**src/rtl/icache_direct.sv**
```systemverilog
// Direct-mapped, read-only instruction cache with one-word blocks.
// Misses are refilled over a word request/wait handshake; hit and miss cycles are counted.
module icache_direct #(
  parameter int INDEX_W = 4,
  parameter int TAG_W   = 26
) (
  input  logic        CLK,
  input  logic        nRST,
  input  logic        imemREN,
  input  logic [31:0] imemaddr,
  output logic        ihit,
  output logic [31:0] imemload,
  output logic        iREN,
  output logic [31:0] iaddr,
  input  logic        iwait,
  input  logic [31:0] iload,
  output logic [15:0] hit_count,
  output logic [15:0] miss_count
);

  localparam int SETS = 1 << INDEX_W;

  typedef enum logic {
    IDLE  = 1'b0,
    FETCH = 1'b1
  } state_t;

  state_t             state_r;
  logic [SETS-1:0]    valid_r;
  logic [TAG_W-1:0]   tag_r  [SETS];
  logic [31:0]        data_r [SETS];
  logic [31:0]        miss_addr_r;
  logic [15:0]        hit_count_r;
  logic [15:0]        miss_count_r;

  logic [INDEX_W-1:0] index_s;
  logic [TAG_W-1:0]   tag_s;
  logic [INDEX_W-1:0] fill_index_s;
  logic [TAG_W-1:0]   fill_tag_s;
  logic               hit_s;
  logic               lookup_hit_s;
  logic               miss_s;
  logic               fill_s;
  logic               unused_offset_s;

  function automatic logic [15:0] sat_inc(input logic [15:0] value);
    if (value == 16'hFFFF) begin
      sat_inc = value;
    end else begin
      sat_inc = value + 16'd1;
    end
  endfunction

  assign index_s         = imemaddr[INDEX_W+1:2];
  assign tag_s           = imemaddr[31:INDEX_W+2];
  assign fill_index_s    = miss_addr_r[INDEX_W+1:2];
  assign fill_tag_s      = miss_addr_r[31:INDEX_W+2];
  assign unused_offset_s = ^imemaddr[1:0];

  // Combinational lookup and the IDLE/FETCH qualified hit, miss and fill strobes.
  always_comb begin
    lookup_hit_s = 1'b0;
    if (imemREN && valid_r[index_s] && (tag_r[index_s] == tag_s)) begin
      lookup_hit_s = 1'b1;
    end else begin
      lookup_hit_s = 1'b0;
    end
    hit_s  = (state_r == IDLE) && lookup_hit_s;
    miss_s = (state_r == IDLE) && imemREN && !lookup_hit_s;
    fill_s = (state_r == FETCH) && !iwait;
  end

  // Datapath and memory-side outputs; data is only ever returned through the hit path.
  always_comb begin
    ihit     = hit_s;
    iREN     = (state_r == FETCH);
    iaddr    = miss_addr_r;
    if (hit_s) begin
      imemload = data_r[index_s];
    end else begin
      imemload = 32'h0000_0000;
    end
  end

  assign hit_count  = hit_count_r;
  assign miss_count = miss_count_r;

  // Control state, valid bits, latched miss address and performance counters.
  always_ff @(posedge CLK or negedge nRST) begin
    if (!nRST) begin
      state_r      <= IDLE;
      valid_r      <= '0;
      miss_addr_r  <= 32'h0000_0000;
      hit_count_r  <= 16'h0000;
      miss_count_r <= 16'h0000;
    end else begin
      if (hit_s) begin
        hit_count_r <= sat_inc(hit_count_r);
      end else begin
        hit_count_r <= hit_count_r;
      end
      case (state_r)
        IDLE: begin
          if (miss_s) begin
            miss_addr_r  <= {imemaddr[31:2], 2'b00};
            miss_count_r <= sat_inc(miss_count_r);
            state_r      <= FETCH;
          end else begin
            state_r <= IDLE;
          end
        end
        FETCH: begin
          // The fill completes for the latched address regardless of imemaddr now.
          if (fill_s) begin
            valid_r[fill_index_s] <= 1'b1;
            state_r               <= IDLE;
          end else begin
            state_r <= FETCH;
          end
        end
        default: begin
          state_r <= IDLE;
        end
      endcase
    end
  end

  // Tag and data arrays carry no reset; they are meaningless until the set is valid.
  always_ff @(posedge CLK) begin
    if (fill_s) begin
      tag_r[fill_index_s]  <= fill_tag_s;
      data_r[fill_index_s] <= iload;
    end else begin
      tag_r[fill_index_s]  <= tag_r[fill_index_s];
      data_r[fill_index_s] <= data_r[fill_index_s];
    end
  end

endmodule
```
**config.mk**
```make
export PLATFORM = sky130hd
export DESIGN_NAME = icache_direct
export DESIGN_NICKNAME = d
export VERILOG_FILES = /design/src/rtl/icache_direct.sv
export SDC_FILE = /design/constraint.sdc
export NUM_CORES = 1
export LEC_CHECK = 0
export BUFFER_PORTS_ARGS = -buffer_cell sky130_fd_sc_hd__buf_2
export CAP_MARGIN = 20
export CORE_UTILIZATION = 39
export DETAILED_ROUTE_END_ITERATION = 6
export GPL_TIMING_DRIVEN = 0
export SLEW_MARGIN = 20
export SYNTH_ARGS = -nofsm -noshare
export SYNTH_HDL_FRONTEND = slang
export SYNTH_SLANG_ARGS = --single-unit
export TNS_END_PERCENT = 30
```
**constraint.sdc**
```tcl
create_clock -name CLK -period 11.7 [get_ports CLK]
set_input_delay 0.585 -clock CLK [delete_from_list [all_inputs] [get_ports CLK]]
set_output_delay 0.585 -clock CLK [all_outputs]
set_load 0.005 [all_outputs]
```
==> run summary <==
CTS buffer count - 102
Worst Tran Pin Value - 1.12 ns
Pins Over Slew Limit - 0
Hold Fails Final Rpt - 0
Gpl congestion - 0.779
RSZ-0062 raised after global routing - false
Clock skew - 0.0238 ns
Fmax - 159 MHz
Final wirelength - 99.5 mm
Number of flops mapped to enable cells by yosys - 928
Sink Count - 1007
Post-synthesis mux area share - 0.171
Worst path cell trace - buf_2 > buf_4 > buf_4 > buf_2 > buf_2 > mux4_2 > mux2i_1 > xor2_1 > a32oi_1 > nor4b_1 > nand3_2 > buf_6 > clkbuf_1 > nor2b_1 > buf_2
Worst hold path type - input pin to flop
Boundary pin count - 166
Library cells used by synthesis - 62
WL met2 - 51.0 mm
Clk_lat worst skew - 0.65 ns
M1 wire length - 39.6 mm
Met3 WL - 5.94 mm
CP required - 11.12 ns
PwrDens - 173 nW/µm²
Area Growth Syn to Fin - 19.0%
Remaining global-route overflow - 0
First drt pass iteration count - 5
Yosys reg bits - 1007
Final min period - 6.30 ns
Die footprint - 102000 µm²
Most frequent cells in the layout - edfxtp_1, mux4_2, buf_2, clkbuf_16, dfrtp_1
Syn Area/Cell - 22.3 µm²
Power, Total - 8040 µW
Number of antenna violations at the first check in global routing - 9
First-pass GRT wire length - 143 mm
Worst-path clk slew - 0.06 ns
GRT Overall Usage - 0.197
Post-cts sizing count - 0
Sequential fraction of the synthesis area - 0.762
Clk root buf - clkbuf_16
LEAKAGE - 0.0156 µW
Post-Synth Simple-Gate Area - 0.0305
Wire length per cell - 28.5 µm
H-tree Lvls - 3
Post-Syn Instances - 1759
Slew headroom - 0.242
WP data arrival - 5.72 ns
Post-Synth Adder-Cell Area - 0.000639
XOR/XNOR share of the synthesized area - 0.0119
Chip width - 319 µm
Leading cell type in the layout, fill and taps excluded - edfxtp_1
Drt via density - 5.57
Async S/R FF share, synth - 0.0785
# setup viols final - 0
Row cnt - 115
Compound-Gate Fraction of Synth Area - 0.0112
CP most frequent cell - buf_2
Max Cap Viol - 0
Core ar. - 98900 µm²
Slowest cell on crit path - nor4b_1
Peak supply drop - 0.0993 mV
Main combinational cell family by area after synthesis - multiplexers
Routed vias - 19400
Vias in the first global route - 20400
Largest stage delay, worst path - 0.99 ns
Fill cells - 8072
Initial core utilization - 0.396
Status - finished, final reports clean
Max clock buf depth - 3
Synth area leaders - edfxtp_1, mux4_2, dfrtp_1
HPWL Detailed - 67.6 mm
DR top layer - met5
CTS tree - built
Place WS - 5.22 ns
Largest net degree at the start of global routing - 64
Die Y - 319 µm
Critical path endpoint category - output port
Port bufs - 158
Min setup slack post-route - 5.40 ns
Layout cells sized above 1 - 0.352
Crit path kind - input pin to output port
Cell Area, Synth - 39100 µm²
Startpoint type of the worst setup path - input pin
Yosys warnings - 0
Fin nets - 2190
Crit share post-route - 0.539
Top cell type's share of synthesized area - 0.712
DR DRC count - 0
Worst-path maximum fanout - 10
Post-route ant nets - 0
Top FF cell, synth - edfxtp_1
Dominant cell type by area after synthesis - edfxtp_1
Setup tns final - 0 ns
Starting DRC count in detailed routing - 1989
-- layer usage --
metal  up-vias  GRT usage
met4        14     0.0604
met1     10500      0.255
met5         -          0
met3       177     0.0351
li1       8089          -
met2       651      0.339
-- flip-flops by register name, summed over array words and instances, names as in the netlist --
name,count
valid_r,16
iREN,1
iaddr,30
hit_count,16
data_r,512
miss_count,16
tag_r,416
-- report_power, final --
group          switching, µW  total, µW  leakage [µW]  internal [µW]
combinational            320        595       0.00466            275
sequential               150       4310       0.00933           4160
clock                   1330       3130       0.00156           1800
total                   1800       8040        0.0156           6240
-- synthesized netlist by cell type (5+ instances only) --
| library cell | count |
|---|---|
| edfxtp_1 | 928 |
| buf_1 | 20 |
| a21oi_1 | 6 |
| and2_1 | 7 |
| or3_1 | 6 |
| mux2_2 | 32 |
| mux2i_1 | 46 |
| a22o_1 | 6 |
| dfrtp_1 | 79 |
| nor4_1 | 5 |
| nor2b_1 | 41 |
| o21ai_0 | 10 |
| xor2_1 | 36 |
| clkbuf_1 | 22 |
| nand2_1 | 34 |
| buf_4 | 17 |
| nor3_1 | 19 |
| nand3_1 | 16 |
| nor2_1 | 27 |
| mux4_2 | 253 |
| mux4_1 | 5 |
| a22oi_1 | 13 |
| xnor2_1 | 17 |
| and3_1 | 8 |
| buf_2 | 15 |
| nand4_1 | 5 |
| or2_2 | 16 |
| a221oi_1 | 6 |
| nand2b_1 | 5 |
| buf_6 | 8 |
-- logic make-up after synthesis --
| group | count (synthesis) |
|---|---|
| simple gates | 207 |
| mux | 340 |
| xor+xnor | 53 |
| compound gates | 60 |
| buf+inv | 89 |
| fa+ha+maj | 2 |
| other cells | 1 |
| flops | 1007 |
-- final timing paths --
path	startpoint	end	slack (ns)	depth (start not counted)
min in group asynchronous	nRST	hit_count[15]$_DFFE_PN0P_	0.33	2
min reg2reg	valid_r[3]$_DFFE_PN0P_	valid_r[3]$_DFFE_PN0P_	0.46	1
max in group asynchronous	nRST	valid_r[2]$_DFFE_PN0P_	10.67	3
min	iwait	iREN$_DFF_PN0_	0.19	3
max reg2reg	tag_r[7][0]$_DFFE_PP_	iaddr[19]$_DFFE_PN0P_	7.56	10
max	imemaddr[4]	imemload[15]	5.40	15
-- layout make-up --
type | instances | area (µm²) | area share
Clock inverter | 47 | 390 | 0.00838
Clock buffer | 134 | 2800 | 0.0601
Antenna cell | 3 | 7.51 | 0.000161
Sequential cell | 1007 | 29800 | 0.641
Inverter | 7 | 26.3 | 0.000564
Buffer | 82 | 462 | 0.00991
Multi-Input combinational cell | 664 | 8930 | 0.192
Timing Repair Buffer | 256 | 2510 | 0.0540
Tap cell | 1287 | 1610 | 0.0346
-- repair_timing --
item / 4_1_cts / 5_1_grt
hold endpoints to repair: 16 / 0
hold buffers: 1 / 0
setup buffers: 0 / 0
-- through the flow --
step | std cells | utilization | hold WS, ns | cell area, µm²
global placement | 3205 | 0.420 | 0.446 | 41500
detailed placement | 3301 | 0.439 | 0.430 | 43400
finish | 3487 | 0.471 | 0.193 | 46600
CTS | 3483 | 0.471 | 0.137 | 46600
global route | 3484 | 0.471 | 0.166 | 46600
floorplan | 1760 | - | 0.289 | 39100
-- critical path: cells and delay by family --
family	cells	cell delay, ns
buffers and inverters	8	2.43
AND/OR/NAND/NOR	3	1.61
multiplexers	2	0.57
XOR/XNOR	1	0.31
AO/OA/AOI/OAI	1	0.19
Power figures use the tool's default switching activity.
